[config.mk]
export PLATFORM = sky130hd
export DESIGN_NAME = spi_cmd_sequencer
export DESIGN_NICKNAME = d
export VERILOG_FILES = /design/src/rtl/spi_pkg.sv /design/src/rtl/spi_cmd_fifo.sv /design/src/rtl/spi_cmd_sequencer.sv
export SDC_FILE = /design/constraint.sdc
export NUM_CORES = 1
export LEC_CHECK = 0
export ABC_AREA = 1
export ABC_CLOCK_PERIOD_IN_PS = 2880
export BUFFER_PORTS_ARGS = -buffer_cell sky130_fd_sc_hd__buf_4
export CAP_MARGIN = 20
export CORE_MARGIN = 4
export CORE_UTILIZATION = 51
export DETAILED_ROUTE_END_ITERATION = 16
export GPL_ROUTABILITY_DRIVEN = 0
export GPL_TIMING_DRIVEN = 0
export PLACE_DENSITY = 0.76
export REMOVE_ABC_BUFFERS = 1
export SLEW_MARGIN = 5
export SYNTH_ARGS = -nofsm -noshare
export SYNTH_HDL_FRONTEND = slang
export SYNTH_SLANG_ARGS = --single-unit
[constraint.sdc]
create_clock -name i_clk_sys -period 2.88 [get_ports i_clk_sys]
set_input_delay 0.288 -clock i_clk_sys [delete_from_list [all_inputs] [get_ports i_clk_sys]]
set_output_delay 0.288 -clock i_clk_sys [all_outputs]
set_load 0.03 [all_outputs]
[src/rtl/spi_pkg.sv]
// Shared types for the SPI command sequencer: default widths, FSM encoding
// and the packed command word layout {rw, addr, wdata}.
package spi_pkg;

    localparam int ADDR_WIDTH_DEF = 6;
    localparam int DATA_WIDTH_DEF = 20;

    typedef enum logic [2:0] {
        ST_IDLE      = 3'd0,
        ST_ISSUE     = 3'd1,
        ST_WAIT_ACK  = 3'd2,
        ST_WAIT_DONE = 3'd3,
        ST_RESP      = 3'd4
    } seq_state_t;

    typedef struct packed {
        logic                      rw;
        logic [ADDR_WIDTH_DEF-1:0] addr;
        logic [DATA_WIDTH_DEF-1:0] wdata;
    } spi_cmd_t;

    function automatic int cmd_width(input int aw, input int dw);
        return 1 + aw + dw;
    endfunction

endpackage

[src/rtl/spi_cmd_fifo.sv]
// Synchronous command FIFO; pointers carry one wrap bit so full and empty
// are distinguished without a separate counter.
module spi_cmd_fifo #(
    parameter int WIDTH = 27,
    parameter int DEPTH = 4
) (
    input  logic                     i_clk_sys,
    input  logic                     i_rst_n,
    input  logic                     i_push,
    input  logic                     i_pop,
    input  logic [WIDTH-1:0]         i_din,
    output logic [WIDTH-1:0]         o_dout,
    output logic                     o_full,
    output logic                     o_empty,
    output logic [$clog2(DEPTH):0]   o_level
);

    localparam int AW = $clog2(DEPTH);

    logic [WIDTH-1:0] mem [DEPTH];
    logic [AW:0]      wr_ptr;
    logic [AW:0]      rd_ptr;
    logic             do_push;
    logic             do_pop;

    assign do_push = i_push && !o_full;
    assign do_pop  = i_pop && !o_empty;

    always_ff @(posedge i_clk_sys or negedge i_rst_n) begin
        if (!i_rst_n) begin
            wr_ptr <= '0;
            rd_ptr <= '0;
        end else begin
            if (do_push) wr_ptr <= wr_ptr + 1'b1;
            if (do_pop)  rd_ptr <= rd_ptr + 1'b1;
        end
    end

    // Storage is not reset; occupancy is defined solely by the pointers.
    always_ff @(posedge i_clk_sys) begin
        if (do_push) mem[wr_ptr[AW-1:0]] <= i_din;
    end

    assign o_dout  = mem[rd_ptr[AW-1:0]];
    assign o_empty = (wr_ptr == rd_ptr);
    assign o_full  = (wr_ptr[AW] != rd_ptr[AW]) && (wr_ptr[AW-1:0] == rd_ptr[AW-1:0]);
    assign o_level = wr_ptr - rd_ptr;

endmodule

[src/rtl/spi_cmd_sequencer.sv]
// Buffers SPI read/write commands and issues them one at a time to the SPI
// controller, returning read data and flagging hung transfers.
module spi_cmd_sequencer
    import spi_pkg::*;
#(
    parameter int ADDR_WIDTH     = ADDR_WIDTH_DEF,
    parameter int DATA_WIDTH     = DATA_WIDTH_DEF,
    parameter int FIFO_DEPTH     = 4,
    parameter int TIMEOUT_CYCLES = 1024
) (
    input  logic                          i_clk_sys,
    input  logic                          i_rst_n,
    input  logic                          i_cmd_valid,
    output logic                          o_cmd_ready,
    input  logic                          i_cmd_rw,
    input  logic [ADDR_WIDTH-1:0]         i_cmd_addr,
    input  logic [DATA_WIDTH-1:0]         i_cmd_wdata,
    output logic                          o_rsp_valid,
    input  logic                          i_rsp_ready,
    output logic [ADDR_WIDTH-1:0]         o_rsp_addr,
    output logic [DATA_WIDTH-1:0]         o_rsp_rdata,
    output logic                          o_rsp_err,
    output logic                          o_start,
    output logic                          o_rw,
    output logic [ADDR_WIDTH-1:0]         o_address,
    output logic [DATA_WIDTH-1:0]         o_write_data,
    input  logic [DATA_WIDTH-1:0]         i_ctrl_rdata,
    input  logic                          i_ctrl_ready,
    input  logic                          i_err_clr,
    output logic                          o_timeout_err,
    output logic                          o_busy,
    output logic [$clog2(FIFO_DEPTH):0]   o_fifo_level
);

    localparam int CMD_W = cmd_width(ADDR_WIDTH, DATA_WIDTH);
    localparam int CNT_W = $clog2(TIMEOUT_CYCLES) + 1;
    localparam logic [CNT_W-1:0] TMO_LAST = CNT_W'(TIMEOUT_CYCLES - 1);

    seq_state_t       state_q;
    seq_state_t       state_d;
    logic [CMD_W-1:0] fifo_dout;
    logic             fifo_full;
    logic             fifo_empty;
    logic             pop;
    logic             set_err;
    logic             cap_rsp;
    logic             cap_tmo;
    logic             tmo_hit;
    logic             cnt_en;
    logic [CNT_W-1:0] tmo_cnt;

    spi_cmd_fifo #(
        .WIDTH (CMD_W),
        .DEPTH (FIFO_DEPTH)
    ) u_fifo (
        .i_clk_sys (i_clk_sys),
        .i_rst_n   (i_rst_n),
        .i_push    (i_cmd_valid),
        .i_pop     (pop),
        .i_din     ({i_cmd_rw, i_cmd_addr, i_cmd_wdata}),
        .o_dout    (fifo_dout),
        .o_full    (fifo_full),
        .o_empty   (fifo_empty),
        .o_level   (o_fifo_level)
    );

    assign o_cmd_ready = !fifo_full;
    assign o_busy      = (state_q != ST_IDLE) || !fifo_empty;
    assign tmo_hit     = (tmo_cnt == TMO_LAST);

    always_comb begin
        state_d = state_q;
        pop     = 1'b0;
        set_err = 1'b0;
        cap_rsp = 1'b0;
        cap_tmo = 1'b0;
        case (state_q)
            ST_IDLE: begin
                if (!fifo_empty && i_ctrl_ready) begin
                    pop     = 1'b1;
                    state_d = ST_ISSUE;
                end
            end
            ST_ISSUE: state_d = ST_WAIT_ACK;
            ST_WAIT_ACK: begin
                if (!i_ctrl_ready) begin
                    state_d = ST_WAIT_DONE;
                end else if (tmo_hit) begin
                    set_err = 1'b1;
                    cap_tmo = o_rw;
                    state_d = o_rw ? ST_RESP : ST_IDLE;
                end
            end
            ST_WAIT_DONE: begin
                if (i_ctrl_ready) begin
                    cap_rsp = o_rw;
                    state_d = o_rw ? ST_RESP : ST_IDLE;
                end else if (tmo_hit) begin
                    set_err = 1'b1;
                    cap_tmo = o_rw;
                    state_d = o_rw ? ST_RESP : ST_IDLE;
                end
            end
            ST_RESP: begin
                if (i_rsp_ready) state_d = ST_IDLE;
            end
            default: state_d = ST_IDLE;
        endcase
    end

    // The timeout counter restarts on every state change, so each handshake
    // phase gets its own full budget.
    assign cnt_en = ((state_q == ST_WAIT_ACK) || (state_q == ST_WAIT_DONE)) && (state_d == state_q);

    always_ff @(posedge i_clk_sys or negedge i_rst_n) begin
        if (!i_rst_n) begin
            state_q       <= ST_IDLE;
            o_start       <= 1'b0;
            o_rw          <= 1'b0;
            o_address     <= '0;
            o_write_data  <= '0;
            o_rsp_valid   <= 1'b0;
            o_rsp_addr    <= '0;
            o_rsp_rdata   <= '0;
            o_rsp_err     <= 1'b0;
            o_timeout_err <= 1'b0;
            tmo_cnt       <= '0;
        end else begin
            state_q     <= state_d;
            o_start     <= (state_d == ST_ISSUE);
            o_rsp_valid <= (state_d == ST_RESP);
            tmo_cnt     <= cnt_en ? tmo_cnt + CNT_W'(1) : '0;
            if (pop) {o_rw, o_address, o_write_data} <= fifo_dout;
            if (cap_rsp) begin
                o_rsp_addr  <= o_address;
                o_rsp_rdata <= i_ctrl_rdata;
                o_rsp_err   <= 1'b0;
            end else if (cap_tmo) begin
                o_rsp_addr  <= o_address;
                o_rsp_rdata <= '0;
                o_rsp_err   <= 1'b1;
            end
            // A timeout in the same cycle as a clear request keeps the flag set.
            if (set_err) begin
                o_timeout_err <= 1'b1;
            end else if (i_err_clr) begin
                o_timeout_err <= 1'b0;
            end
        end
    end

endmodule

==> results of run 1 <==
final cells by class:
class / count / area [µm²] / area share [%]
clock buffer: 22 / 464 / 5.01
clock inverter: 10 / 92.6 / 0.999
inverter: 29 / 118 / 1.27
multi-input combinational: 401 / 1980 / 21.4
sequential: 185 / 5170 / 55.8
tap: 180 / 225 / 2.43
timing repair buffer: 131 / 1210 / 13.0
sequential cells by signal (all words and copies together) (netlist names):
| register | count |
|---|---|
| u_fifo.mem | 108 |
| o_rsp_rdata | 20 |
| o_write_data | 20 |
| tmo_cnt | 11 |
| o_address | 6 |
| o_rsp_addr | 6 |
| state_q | 3 |
| u_fifo.rd_ptr | 3 |
| u_fifo.wr_ptr | 3 |
| o_rsp_err | 1 |
| o_rsp_valid | 1 |
| o_rw | 1 |
| o_start | 1 |
| o_timeout_err | 1 |
power breakdown:
part	switching, µW	total (µW)	internal [µW]
combinational	2680	4250	1570
clock	938	2170	1240
sequential	473	4110	3640
total	4090	10500	6440
placed cells by master, fill, tap and decap left out, types with 5 or more instances in the layout:
master,Yosys,routed
nand4_1,5,5
nor2_2,12,13
clkbuf_16,0,17
buf_16,0,8
inv_2,6,5
ha_1,8,8
inv_1,21,20
dfrtp_1,77,75
buf_12,0,5
a31oi_1,27,27
o21ai_0,58,58
edfxtp_1,108,108
nand3_1,35,35
nor2_4,4,8
buf_4,2,117
xor2_1,9,9
nand2_1,79,79
nor2_1,148,143
kinds of logic (layout without fill, tap and decap cells):
logic type / after synthesis / count (layout) / share of synthesized area (%)
compound gates: 88 / 88 / 6.48
xor+xnor: 13 / 13 / 1.54
simple gates: 291 / 291 / 16.8
flops: 185 / 185 / 70.1
fa+ha+maj: 9 / 9 / 1.63
buf+inv: 60 / 192 / 3.44
routing by layer:
metal  up-vias  track usage [%]  share of wire, %
met3        31             5.21               7.3
met5         -                0                 0
li1       2434                -                 -
met4         0             7.18               2.1
met2       196             33.2                50
met1      2438             24.6                41
worst max-delay path by stage:
stage | start | endpoint | cells after the start
2_1_floorplan | u_fifo.rd_ptr[1]$_DFFE_PN0P_ | u_fifo.mem[3][0]$_DFFE_PP_ | 5
3_3_place_gp | u_fifo.rd_ptr[1]$_DFFE_PN0P_ | u_fifo.mem[3][0]$_DFFE_PP_ | 5
3_5_place_dp | u_fifo.rd_ptr[1]$_DFFE_PN0P_ | u_fifo.rd_ptr[2]$_DFFE_PN0P_ | 9
4_1_cts | u_fifo.rd_ptr[1]$_DFFE_PN0P_ | u_fifo.mem[1][10]$_DFFE_PP_ | 8
5_1_grt | u_fifo.rd_ptr[1]$_DFFE_PN0P_ | u_fifo.mem[1][23]$_DFFE_PP_ | 8
6_report | u_fifo.rd_ptr[1]$_DFFE_PN0P_ | u_fifo.mem[0][14]$_DFFE_PP_ | 8
worst register-to-register path: stages (launching register included):
cell	delay, ps
dfrtp_2	590
buf_16	220
clkinvlp_4	150
buf_16	180
ha_1	340
nand4_1	130
nand2_1	290
nor2_4	320
buf_16	190
through the flow:
stage / hold WS (ps) / worst slack (ps) / area, µm²
after global placement: 454 / -2950 / 8310
after CTS: 36.3 / 205 / 9230
after global routing: 35.9 / 78.5 / 9260
after floorplan: -7.59 / -986 / 7230
after detailed placement: 474 / -533 / 8560
final: 52.7 / 172 / 9260
what timing repair did:
item,in CTS,in global routing
setup endpoints to repair,143,0
hold buffers,0,1
gates resized for setup,4,0
setup buffers,7,0
hold endpoints to repair,0,17
==> flow_summary.toml, run 1 <==
[critical_path]
path_class = "flop to flop"
number_of_buffer_and_inverter_instances_along_the_worst_setup_path = 4
crit_chain = "buf_16, clkinvlp_4, buf_16, ha_1, nand4_1, nand2_1, nor2_4, buf_16"
worst_setup_path_start_kind = "flop"
critical_path_required_ps = 3020
worst-r2r-cell-count = 8
reg2reg_to = "u_fifo.mem[0][14]$_DFFE_PP_"
rr_startpoint = "u_fifo.rd_ptr[1]$_DFFE_PN0P_"
timing.reg2reg.setup_slack_ps = 170
slowest_stage = "dfrtp_2"
cp.arrival_ps = 2850
timing.critical_path.max_delay_family = "simple AND/OR/NAND/NOR gates"
kind_of_capture_point_of_the_worst_setup_path = "flop"
timing.critical_path.slowest_cell_delay_ps = 590
path_max_fanout = 20
worst_path_most_repeated_cell = "buf_16"

[layout]
layout.cells.non_filler = 958
finish.net_count = 827
syn_to_final_growth_pct = 25.6
fillers = 1001
antennaDiodeCount = 0
final_layout_size_suffix_gt1_share_pct = 25.1
fin_util_pct = 66.0

[clock_network]
numCtsBuffers = 17
clock_sink_count = 185
clk_transition_reported_paths_ps = 70
cts_tree = "done"
cts_max_level = 4
clock_tree.root_cell = "clkbuf_16"
worst_skew_pair.late_latency_ps = 430
clock_tree.buffer_depth = 2

[synthesis]
synth_area_mm2 = 0.00737
async_reset_ff_share_pct = 41.6
commonest_cells_in_the_synthesized_netlist = "nor2_1 (148), edfxtp_1 (108), nand2_1 (79)"
syn_area_per_cell_um2 = 11.4
ys_warn_count = 0
yosysTopAreaCell = "edfxtp_1"
yosysTopAreaCellShare_pct = 44.0
dominant_cell_by_count_in_the_synthesized_netlist = "nor2_1"
synth-main-ff-cell = "edfxtp_1"
synth_seq_cells = 185
post_synth_edffs = 108
synth.lib_cells_used.distinct = 27
synth_top_cells_by_area = "edfxtp_1 (44%), dfrtp_1 (26%), nor2_1 (7.5%)"
number_of_instances_in_the_synthesized_netlist = 646
seq_area_frac_synth_pct = 70.1

[timing]
report.final.slew_viol_count = 0
finalCriticalPeriod_ps = 2710
rsz0062_at_grt = "false"
timing_hold_violations_final = 0
finalSetupViolations = 0
finClkSkew_ps = 9.06
tightest_slew_ps = 916
maxSlewHeadroom_pct = 38.9
final_min_period_over_clock_period_pct = 94.0
fmaxAchievable_ghz = 0.369
timing.setup.tns_ps = 0

[power_and_ir_drop]
total_leakage_power_uw = 0.00382
vdd.ir_drop.worst_mv = 0.580
p_per_area_mw_per_mm2 = 1140
design_power_total_uw = 10500

[run_status]
status = "finished, final reports clean"

[detailed_routing]
detailroute.via_count = 5099
drt_iter0_drc = 273
first_pass_iters = 5
wl_mm = 15.8
ant_nets = 0
detailed_route_wire_length_per_cell_um = 16.5
drt_drc_violations_left = 0
viasPerCell = 5.32

[grt]
grt_pass1_vias = 5064
groute.usage.overall_pct = 19.7
grt_start_max_net_pins = 78
overflow = 0
grt_first_pass_wirelength_mm = 24.9
antenna_found_initial = 0

[placed_design]
portBuffers = 114
dp.cells = 917
dp.final_hpwl_mm = 10.3

[die]
die-width_um = 128
row_count = 43
floorplan.die.height_um = 128
core_area_mm2 = 0.0140
dieArea_mm2 = 0.0164
ioPinCount = 115
initial_utilization_pct = 52.5

[worst_hold_path]
hold_depth = 1
hp-class = "input pin to flop"
hold-path-endpoint = "u_fifo.mem[2][15]$_DFFE_PP_"
startpoint_of_the_most_critical_hold_path = "i_cmd_wdata[15]"

[run]
max_cap_viol_count = 0
No activity file was read; power rests on OpenSTA's default activity.
==> inputs of run 2 (changes only) <==
--- a/config.mk
+++ b/config.mk
@@ -7,16 +7,18 @@
 export LEC_CHECK = 0
 export ABC_AREA = 1
 export ABC_CLOCK_PERIOD_IN_PS = 2880
-export BUFFER_PORTS_ARGS = -buffer_cell sky130_fd_sc_hd__buf_4
 export CAP_MARGIN = 20
 export CORE_MARGIN = 4
-export CORE_UTILIZATION = 51
+export CORE_UTILIZATION = 57
+export CTS_CLUSTER_SIZE = 30
 export DETAILED_ROUTE_END_ITERATION = 16
+export DONT_BUFFER_PORTS = 1
 export GPL_ROUTABILITY_DRIVEN = 0
 export GPL_TIMING_DRIVEN = 0
-export PLACE_DENSITY = 0.76
+export PLACE_DENSITY = 0.75
 export REMOVE_ABC_BUFFERS = 1
 export SLEW_MARGIN = 5
 export SYNTH_ARGS = -nofsm -noshare
 export SYNTH_HDL_FRONTEND = slang
+export SYNTH_HIERARCHICAL = 1
 export SYNTH_SLANG_ARGS = --single-unit
==> run 2 against run 1 <==
- critical path depth grew 5
- sequential power grew 16%
- worst hold slack lost 28 ps
- critical endpoint is now tmo_cnt[10]$_DFF_PN0_
- largest cell class unchanged
==> flow_summary.toml, run 2 <==
[power_and_ir_drop]
p_per_area_mw_per_mm2 = 1100
total_leakage_power_uw = 0.00370
vdd.ir_drop.worst_mv = 0.659
design_power_total_uw = 9830

[die]
dieArea_mm2 = 0.0152
core_area_mm2 = 0.0128
die-width_um = 123
floorplan.die.height_um = 123
ioPinCount = 115
row_count = 41
initial_utilization_pct = 59.0

[critical_path]
critical_path_required_ps = 3180
path_max_fanout = 20
cp.arrival_ps = 2930
number_of_buffer_and_inverter_instances_along_the_worst_setup_path = 2
path_class = "flop to flop"
crit_chain = "ha_1, nand2_1, inv_1, nand3_2, inv_1, nor2_2, nand2_4, nand2_1, nand2_1, nand2_1, nor2_1, nand2_2, nor2_1"
logic_depth_of_the_worst_path_buffers_included = 13
slowest_stage = "dfrtp_2"
timing.critical_path.slowest_cell_delay_ps = 630
timing.critical_path.max_delay_family = "simple AND/OR/NAND/NOR gates"
worst_path_most_repeated_cell = "nand2_1"
worst_setup_path_start_kind = "flop"
worst-r2r-cell-count = 13
timing.reg2reg.setup_slack_ps = 250
kind_of_capture_point_of_the_worst_setup_path = "flop"

[synthesis]
largest_family_of_logic_cells_by_synthesized_area = "simple AND/OR/NAND/NOR gates"
synth_top_cells_by_area = "edfxtp_1 (43%), dfrtp_1 (25%), nand2_1 (8.6%)"
ys_warn_count = 6
yosysTopAreaCell = "edfxtp_1"
commonest_cells_in_the_synthesized_netlist = "nand2_1 (174), edfxtp_1 (108), dfrtp_1 (77)"
async_reset_ff_share_pct = 41.6
synth.lib_cells_used.distinct = 30
muxShareOfSynthArea_pct = 0
seq_area_frac_synth_pct = 68.4
synth_adder_area_share_pct = 1.59
synth-main-ff-cell = "edfxtp_1"
syn_area_per_cell_um2 = 11.3
yosys.area_share.simple_pct = 18.1
synthXorXnorAreaFrac_pct = 1.39
synth-compound-area-share_pct = 6.00
yosysTopAreaCellShare_pct = 42.9
synth_area_mm2 = 0.00756
dominant_cell_by_count_in_the_synthesized_netlist = "nand2_1"
synth_seq_cells = 185
number_of_instances_in_the_synthesized_netlist = 669
post_synth_edffs = 108

[timing]
finalCriticalPeriod_ps = 2630
maxSlewHeadroom_pct = 50.2
post-route-worst-setup-slack_ps = 249
fmaxAchievable_ghz = 0.380
timing.setup.tns_ps = 0
finalSetupViolations = 0
final_min_period_over_clock_period_pct = 91.3
finClkSkew_ps = 11.1
tightest_slew_ps = 743
fin_hold_ws_ps = 24.9
report.final.slew_viol_count = 0
rsz0062_at_grt = "false"
timing_hold_violations_final = 0

[worst_hold_path]
hold_depth = 2
hp-class = "input pin to flop"

[clock_network]
worst_skew_pair.late_latency_ps = 430
clock_sink_count = 185
clock_tree.root_cell = "clkbuf_16"
cts_tree = "done"
numCtsBuffers = 17
clk_transition_reported_paths_ps = 60
cts_max_level = 4
clock_tree.buffer_depth = 2

[detailed_routing]
detailed_route_wire_length_per_cell_um = 18.5
wl_mm = 16.8
viasPerCell = 5.68
drt_drc_violations_left = 0
drt_iter0_drc = 435
detailroute.via_count = 5153
ant_nets = 0
first_pass_iters = 5

[layout]
syn_to_final_growth_pct = 17.7
largest_register_ff_count = 108
fillers = 873
finish.net_count = 785
antennaDiodeCount = 0
final_layout_size_suffix_gt1_share_pct = 12.4
most_common_cell_after_layout_fill_and_taps_aside = "nand2_1"
most-common-layout-cells = "nand2_1 (172), edfxtp_1 (108), dfrtp_1 (75), nor2_1 (63), dlygate4sd3_1 (50)"

[grt]
antenna_found_initial = 0
grt_first_pass_wirelength_mm = 25.0
grt_start_max_net_pins = 78
grt_pass1_vias = 4977
groute.usage.overall_pct = 21.7
overflow = 0

[run_status]
status = "finished, final reports clean"

[placed_design]
dpl_worst_slack_ps = -1990
portBuffers = 0
dp.final_hpwl_mm = 9.33

[run]
max_cap_viol_count = 0
==> run 2: cell types whose count changed after synthesis, sizes merged, moves of 2 or more <==
cell / before / now
a31oi: 27 / 0
buf: 20 / 23
clkbuf: 11 / 6
clkinv: 2 / 0
inv: 27 / 35
nand2: 83 / 183
nand3: 38 / 44
nand4: 5 / 3
nor2: 164 / 81
nor3: 1 / 4
o21ai: 59 / 56
o22ai: 0 / 27
==> run 2: logic make-up after synthesis <==
logic type	Yosys count
and+or+nand+nor	315
DFF	185
AOI/OAI and AO/OA	84
buffers and inverters	64
xor gates and xnor gates	12
adders and majority gates	9
==> run 2: per-layer routing <==
layer	wire length (µm)	track usage (%)
met3	1500	6.08
met2	8360	36.5
met5	0	0
met4	280	8.58
met1	6700	26.8
==> run 2: report_power, final <==
part	internal (µW)	switching (µW)
Combinational	894	1910
Sequential	3580	1180
Clock	1300	957
Total	5770	4060
==> run 2: repair_timing <==
action	4_1_cts	5_1_grt
gates cloned	1	1
hold endpoints to repair	207	1
pin swaps	0	1
endpoints found under the setup margin	158	21
buffers inserted	1	4
gates resized for setup	7	1
hold buffers	50	1
==> run 2: path summary, 6_finish.rpt <==
check                                                  start                           end
worst min-delay path                        i_ctrl_rdata[11]   o_rsp_rdata[11]$_DFFE_PN0P_
max in group asynchronous                            i_rst_n      o_address[1]$_DFFE_PN0P_
min in group asynchronous                            i_rst_n  u_fifo/rd_ptr[2]$_DFFE_PN0P_
worst min register to register          tmo_cnt[0]$_DFF_PN0_          tmo_cnt[0]$_DFF_PN0_
worst max-delay path            u_fifo/rd_ptr[0]$_DFFE_PN0P_         tmo_cnt[10]$_DFF_PN0_
worst max register to register  u_fifo/rd_ptr[0]$_DFFE_PN0P_         tmo_cnt[10]$_DFF_PN0_
==> run 2: metrics by stage <==
step	instance area, µm²	std cells	utilization, %
after floorplan	7360	640	-
after global placement	7570	812	59.0
after detailed placement	7730	818	60.2
after CTS	8850	902	69.0
after global routing	8900	908	69.4
final	8900	908	69.4
==> run 2: final cells by class <==
class                           count  area [µm²]  area share [%]
Clock buffer                       20         447            5.02
Clock inverter                     12         124            1.39
Inverter                           35         143            1.60
Multi-Input combinational cell    421        2100            23.6
Sequential cell                   185        5170            58.1
Tap cell                          172         215            2.42
Timing Repair Buffer               62         696            7.81
Timing Repair inverter              1        5.00          0.0562
